## src/rtl/data_mem_port.sv

```systemverilog
// data_mem_port: bridges single-cycle core load/store controls to a
// wait-stated request/response memory bus, stalling the core per access.
// Optional feature macro: DATA_MEM_PORT_TIMEOUT_EN (response-wait timeout).
module data_mem_port #(
  parameter int unsigned ADDR_W         = 32,
  parameter int unsigned DATA_W         = 32,
  parameter int unsigned TIMEOUT_CYCLES = 255
) (
  input  logic              clk,
  input  logic              reset,
  input  logic              mem_read,
  input  logic              mem_write,
  input  logic [ADDR_W-1:0] addr,
  input  logic [DATA_W-1:0] wdata,
  output logic [DATA_W-1:0] rdata,
  output logic              stall,
  output logic              misalign,
  output logic              timeout_err,
  output logic              req_valid,
  input  logic              req_ready,
  output logic              req_we,
  output logic [ADDR_W-1:0] req_addr,
  output logic [DATA_W-1:0] req_wdata,
  input  logic              rsp_valid,
  input  logic [DATA_W-1:0] rsp_data
);

  typedef enum logic [1:0] {IDLE, REQ, WAIT_RSP, DONE} state_t;

  state_t state, state_next;
  logic   access, misaligned_access, aligned_access;
  logic   to_hit;

  // Elaboration-time guard on the timeout limit range
  if (TIMEOUT_CYCLES < 1 || TIMEOUT_CYCLES > 255) begin : g_bad_timeout
    $error("data_mem_port: TIMEOUT_CYCLES must be in 1..255");
  end

  // Classify the access presented by the core this cycle
  always_comb begin
    access            = mem_read | mem_write;
    misaligned_access = access & (addr[1:0] != 2'b00);
    aligned_access    = access & ~misaligned_access;
  end

`ifdef DATA_MEM_PORT_TIMEOUT_EN
  localparam logic [7:0] TO_LAST = 8'(TIMEOUT_CYCLES - 1);

  logic [7:0] to_cnt;

  // Limit is reached on the cycle whose missing response would make the count hit TIMEOUT_CYCLES
  assign to_hit = (state == WAIT_RSP) & ~rsp_valid & (to_cnt == TO_LAST);

  // Response-wait counter: held at zero outside WAIT_RSP so it is clear on entry
  always_ff @(posedge clk) begin
    if (reset) begin
      to_cnt      <= 8'd0;
      timeout_err <= 1'b0;
    end else begin
      timeout_err <= to_hit;
      if (state != WAIT_RSP) begin
        to_cnt <= 8'd0;
      end else if (!rsp_valid) begin
        to_cnt <= to_cnt + 8'd1;
      end
    end
  end
`else
  assign to_hit      = 1'b0;
  assign timeout_err = 1'b0;
`endif

  // Next-state and combinational stall
  always_comb begin
    state_next = state;
    stall      = 1'b0;
    case (state)
      IDLE: begin
        if (aligned_access) begin
          stall      = 1'b1;
          state_next = REQ;
        end
      end
      REQ: begin
        stall = 1'b1;
        if (req_ready) state_next = WAIT_RSP;
      end
      WAIT_RSP: begin
        stall = 1'b1;
        if (rsp_valid || to_hit) state_next = DONE;
      end
      DONE: begin
        state_next = IDLE;
      end
      default: begin
        state_next = IDLE;
      end
    endcase
  end

  // State register and registered bus/result outputs
  always_ff @(posedge clk) begin
    if (reset) begin
      state     <= IDLE;
      rdata     <= '0;
      req_valid <= 1'b0;
      req_we    <= 1'b0;
      req_addr  <= '0;
      req_wdata <= '0;
      misalign  <= 1'b0;
    end else begin
      state     <= state_next;
      req_valid <= (state_next == REQ);
      misalign  <= (state == IDLE) & misaligned_access;
      if (state == IDLE && aligned_access) begin
        req_we    <= mem_write;
        req_addr  <= {addr[ADDR_W-1:2], 2'b00};
        req_wdata <= wdata;
      end
      if (state == WAIT_RSP && !req_we) begin
        if (rsp_valid) begin
          rdata <= rsp_data;
        end else if (to_hit) begin
          rdata <= '0;
        end
      end
    end
  end

endmodule

```

## config.mk

```make
export PLATFORM = sky130hd
export DESIGN_NAME = data_mem_port
export DESIGN_NICKNAME = d
export VERILOG_FILES = /design/src/rtl/data_mem_port.sv
export SDC_FILE = /design/constraint.sdc
export NUM_CORES = 1
export LEC_CHECK = 0
export ABC_AREA = 1
export BUFFER_PORTS_ARGS = -buffer_cell sky130_fd_sc_hd__buf_4
export CELL_PAD_IN_SITES_DETAIL_PLACEMENT = 2
export CELL_PAD_IN_SITES_GLOBAL_PLACEMENT = 2
export CORE_UTILIZATION = 25
export CTS_CLUSTER_DIAMETER = 60
export DETAILED_ROUTE_END_ITERATION = 12
export GPL_TIMING_DRIVEN = 0
export PLACE_DENSITY_LB_ADDON = 0.1
export SLEW_MARGIN = 20
export SYNTH_ARGS = -nofsm -noshare
export SYNTH_HDL_FRONTEND = slang
export SYNTH_SLANG_ARGS = --single-unit
```

## constraint.sdc

```tcl
create_clock -name clk -period 3 [get_ports clk]
set_input_delay 0.6 -clock clk [delete_from_list [all_inputs] [get_ports clk]]
set_output_delay 0.6 -clock clk [all_outputs]
set_load 0.005 [all_outputs]
```

==> out/results.txt, run 1 <==
Die Span Y = 126 um
Worst R2R Start = state[0]
Synth Warn # = 0
Maximum vdd drop = 0.287 mV
Top cells by area, synth = dfxtp_1 52%, nand4_1 10%, a21oi_1 8.5%
Hold depth = 2
Flops & latches, synth = 99
Max Freq = 0.411 GHz
Worst setup path end = stall
Total global routing overflow = 0
Status = complete, but fails checks
Clock-pin slew on the worst setup and hold paths = 0.06 ns
Clk sinks = 99
H-tree level count = 3
Synth Flop Type = dfxtp_1
Synthesized cell area = 3820 um2
Cell taking the most area after synthesis = dfxtp_1
Proportion of layout cells with a drive suffix above 1 = 0.367
Initial antenna violation count = 0
RSZ-0062 raised after global routing = false
Initial DRC count = 185
Placed Area = 5550 um2
Total track usage = 0.192
Initial Util = 0.260
CTS Root Cell = clkbuf_16
Count leader, synth = dfxtp_1
Worst EP required = 2.40 ns
Fin crit share = 0.810
Largest net degree at the start of global routing = 15
Setup TNS = 0 ns
FFs w/ async S/R, synth = 0
Detailed Place HPWL = 11400 um
Failing checks = design-rule violations
Mean area per synthesized cell = 8.05 um2
Routed WL = 15000 um
Leak = 2.65 nW
CTS buffer count = 9
Hold_buf cts = 0
Crit path cell chain = inv_1 -> ha_1 -> nand3_2 -> buf_2 -> a21oi_1 -> buf_4
Hold WS = 0.463 ns
Routed WL per cell = 17.2 um
Crit path launch = state[0]
Max Buffers Root-to-Sink = 2
Top cell type's share of synthesized area = 0.519
Crit. End Element = output port
Ports = 203
Min-delay worst type = flop to flop
Final min period = 2.43 ns
Nets = 793
Post-route cell area = 5820 um2
Die area = 15800 um2
Synth unique cells = 19
Synth-to-layout area growth = 52.4%
CP Class = flop to output port
ANT nets after route = 0
Crit path launch type = flop
Die X = 126 um
R2r worst-path depth = 8
DRC violation count after routing = 12
# port buffers = 199
Final Setup Violations = 0
# rows = 44
Ant diodes = 0
P per Cell Area = 640 nW/um2
CTS tree = done
Fin. Hold Viols = 0
Gate count of the mapped netlist = 474
Post-CTS Setup Bufs = 0
DRT Pass-1 Iters = 9
Register area share after synthesis = 0.519
Synth top cells by count = 99 x dfxtp_1, 75 x nand2_1, 69 x nor2_1
Layout Skew = 0.00597 ns
Vias in the first global route = 4650
Crit path DAT = 1.83 ns
Core Region = 14700 um2
Worst Path Max Fanout = 10
Max Cap Viol = 0
# resized after CTS = 0
Max-slew violations = 0
Setup slack, reg-to-reg = 1.35 ns
Number of flops mapped to enable cells by yosys = 0
Reg2reg end = rdata[12]
Via-to-Cell Ratio = 4.81
Slowest cell on the critical path = dfxtp_1
Worst-Skew Late Latency = 0.35 ns
Critical Path Max Stage Delay = 0.42 ns
Routability cong. = 0.757
First-pass GRT wire length = 23800 um
DR vias = 4203
-- metal layers --
| metal | vias up | share of wire | track usage |
|---|---|---|---|
| met5 | - | 0 | 0 |
| li1 | 2029 | - | - |
| met4 | 0 | 0.023 | 0.0760 |
| met3 | 23 | 0.069 | 0.0620 |
| met2 | 128 | 0.49 | 0.331 |
| met1 | 2023 | 0.42 | 0.219 |
-- registers in the layout (all words and copies together), names as in the netlist --
signal / count
rdata: 32
req_valid: 1
misalign: 1
req_wdata: 32
req_we: 1
state: 2
req_addr: 30
-- cell families (layout without fill, tap and decap cells) --
family	Yosys count	in the layout	share of synthesized area
flops	99	99	0.519
buf+inv	57	270	0.0790
other cells	1	3	0.000982
simple gates	213	213	0.255
fa+ha+maj	5	5	0.0164
compound gates	99	99	0.130
-- area by class of cell --
cell class	count	area [um2]
sequential	99	1980
buffer	46	260
timing repair buffer	199	1490
clock buffer	11	253
clock inverter	3	15.0
fill	1699	8880
multi-input combinational	320	1540
inverter	11	41.3
tap	184	230
-- where the power goes --
part	leakage, nW	internal (mW)	switching [mW]
clock network	0.137	0.595	0.498
logic	1.71	0.482	0.545
registers	0.805	1.50	0.108
-- worst max-delay path: cells and delay by family, from the launching register on --
kind / cells / cell delay, ns
and+or+nand+nor: 1 / 0.20
adders and majority gates: 1 / 0.24
AOI/OAI and AO/OA: 1 / 0.09
buffers and inverters: 3 / 0.54
DFF: 1 / 0.42
-- placed cells by master, fill, tap and decap left out, types with 9 or more instances in the layout --
| cell type | instances |
|---|---|
| dfxtp_1 | 99 |
| nand4_1 | 63 |
| o21ai_0 | 29 |
| buf_2 | 22 |
| a21oi_1 | 65 |
| inv_1 | 11 |
| buf_4 | 213 |
| nor2_1 | 69 |
| nand2_1 | 75 |
| clkbuf_16 | 9 |
-- worst min-delay path by stage --
stage                 start      endpoint
6_report       req_wdata[6]  req_wdata[6]
5_1_grt        rsp_data[14]     rdata[14]
4_1_cts         rsp_data[1]      rdata[1]
3_5_place_dp   req_addr[20]  req_addr[20]
3_3_place_gp   req_addr[10]  req_addr[10]
2_1_floorplan  req_addr[10]  req_addr[10]
-- stage by stage --
| step | setup WS [ns] | util | total power, mW | std cells |
|---|---|---|---|---|
| after floorplan | 1.15 | - | 2.08 | 476 |
| after global placement | 0.663 | 0.378 | 2.61 | 859 |
| after detailed placement | 0.614 | 0.378 | 2.67 | 859 |
| after CTS | 0.503 | 0.396 | 3.79 | 873 |
| after global routing | 0.390 | 0.396 | 3.95 | 873 |
| final | 0.569 | 0.396 | 3.72 | 873 |
(Power assumes the default switching activity.)
==> run 2: changes to the inputs <==
--- a/config.mk
+++ b/config.mk
@@ -9,7 +9,7 @@
 export BUFFER_PORTS_ARGS = -buffer_cell sky130_fd_sc_hd__buf_4
 export CELL_PAD_IN_SITES_DETAIL_PLACEMENT = 2
 export CELL_PAD_IN_SITES_GLOBAL_PLACEMENT = 2
-export CORE_UTILIZATION = 25
+export CORE_UTILIZATION = 23
 export CTS_CLUSTER_DIAMETER = 60
 export DETAILED_ROUTE_END_ITERATION = 12
 export GPL_TIMING_DRIVEN = 0
==> constraint.sdc (replaced) <==
create_clock -name clk -period 2.5 [get_ports clk]
set_input_delay 0.5 -clock clk [delete_from_list [all_inputs] [get_ports clk]]
set_output_delay 0.5 -clock clk [all_outputs]
set_load 0.005 [all_outputs]
==> out/results.txt, run 2 (same netlist as run 1, synthesis figures left out) <==
Routed WL = 14800 um
WP buf/inv = 3
Crit path cell chain = inv_1 -> ha_1 -> nand3_4 -> clkbuf_4 -> a21oi_1 -> buf_4
Leak = 2.66 nW
Die X = 131 um
Maximum vdd drop = 0.310 mV
Slowest cell on the critical path = dfxtp_1
Multi-input logic area = 1550 um2
Total global routing overflow = 0
Largest net degree at the start of global routing = 16
RSZ-0062 raised after global routing = false
Nets = 793
Reg power frac = 0.418
Clock-pin slew on the worst setup and hold paths = 0.07 ns
Place WS = 0.301 ns
Fin. Hold Viols = 0
Final Setup Violations = 0
Worst EP required = 2.00 ns
Initial DRC count = 79
CTS buffer count = 9
Vias in the first global route = 4551
Reg2reg end = req_wdata[23]
Hold path endpoint = rdata[14]
Cells after DPL = 891
Comb power frac = 0.266
Max Cap Viol = 0
Hold WS = 0.375 ns
Synth-to-layout area growth = 54.7%
DRT Pass-1 Iters = 4
Max Freq = 0.438 GHz
Post-route cell area = 5910 um2
Crit. End Element = output port
Reg area = 1980 um2
H-tree level count = 3
PnR worst setup slack = 0.218 ns
Routability cong. = 0.738
Critical Path Max Stage Delay = 0.43 ns
Total track usage = 0.173
Initial Util = 0.238
Fin crit share = 0.913
First-pass GRT wire length = 22800 um
Sw Share = 0.302
Core Region = 16100 um2
Ant diodes = 0
Most frequent cells in the layout = 213 x buf_4, 99 x dfxtp_1, 75 x nand2_1
Die Span Y = 131 um
Max Buffers Root-to-Sink = 2
P per Cell Area = 779 nW/um2
# port buffers = 199
Via-to-Cell Ratio = 4.60
Non-Filler Instances = 907
Status = finished, final reports clean
CTS Root Cell = clkbuf_16
CTS tree = done
ANT nets after route = 0
Hold_buf cts = 0
Int Power = 3.21 mW
Hold Path Origin = rsp_data[14]
Setup slack, reg-to-reg = 0.81 ns
Detailed Place HPWL = 11200 um
R2r worst-path depth = 6
Setup TNS = 0 ns
Crit path launch type = flop
DR vias = 4175
Layout Skew = 0.0114 ns
Ports = 203
Proportion of layout cells with a drive suffix above 1 = 0.366
Largest regs = rdata (32), req_wdata (32), req_addr (30)
Max-slew violations = 0
Routed WL per cell = 16.4 um
Commonest non-fill, non-tap cell in the layout = buf_4
Hold depth = 3
Min-delay worst type = input pin to flop
Net Switching = 1.39 mW
Worst Path Max Fanout = 10
DRC violation count after routing = 0
Placed Area = 5590 um2
Initial antenna violation count = 0
Clk sinks = 99
Worst-Skew Late Latency = 0.34 ns
Die area = 17100 um2
Worst R2R Start = state[0]
Crit path DAT = 1.78 ns
# fillers = 1836
# rows = 46
CP delay by family, top = buffers and inverters
Clock power share = 0.316
Final min period = 2.28 ns
CP Class = flop to output port
run 2: layout make-up:
type,instances,share of cell area
plain buffers,46,0.0445
inverters,11,0.00699
flip-flops and latches,99,0.336
clock buffers,13,0.0441
clock inverters,3,0.00784
multi-input cells,320,0.262
well taps,216,0.0458
repair buffers,199,0.253
run 2: repair_timing:
action,in CTS,in global routing
resized for setup,0,2
setup endpoints to repair,0,1
buffers inserted,0,0
run 2: worst max-delay path by stage:
stage | from | endpoint | slack (ns) | cells past startpoint
floorplan | addr[1] | stall | 0.85 | 4
detailed placement | addr[1] | stall | 0.30 | 6
finish | state[0] | stall | 0.22 | 6
global route | state[0] | stall | 0.07 | 6
global placement | addr[1] | stall | 0.31 | 6
CTS | state[0] | stall | 0.08 | 6
run 2: through the flow:
| step | power (mW) | util |
|---|---|---|
| after floorplan | 2.49 | - |
| after global placement | 3.15 | 0.348 |
| after detailed placement | 3.20 | 0.348 |
| after CTS | 4.69 | 0.367 |
| after global routing | 4.89 | 0.368 |
| final | 4.60 | 0.368 |
run 2: metal layers:
metal  vias up  track usage  share of wire
met4         0       0.0609          0.011
met5         -            0              0
met1      2016        0.204           0.42
met3        11       0.0525          0.076
li1       2031            -              -
met2       117        0.297           0.49
run 2: worst reg2reg max path: cells and delay by family, from the launching register on:
kind	cells	cell delay, ns
flops	1	0.37
buf+inv	3	0.69
fa+ha+maj	1	0.23
simple gates	1	0.14
compound gates	1	0.19
run 2: power groups by stage:
stage,Sequential (mW),Combinational (mW),Clock (mW)
after global placement,1.95,1.20,0
after CTS,1.93,1.25,1.52
after floorplan,1.96,0.538,0
after global routing,1.95,1.36,1.58
final,1.92,1.23,1.45
after detailed placement,1.96,1.24,0
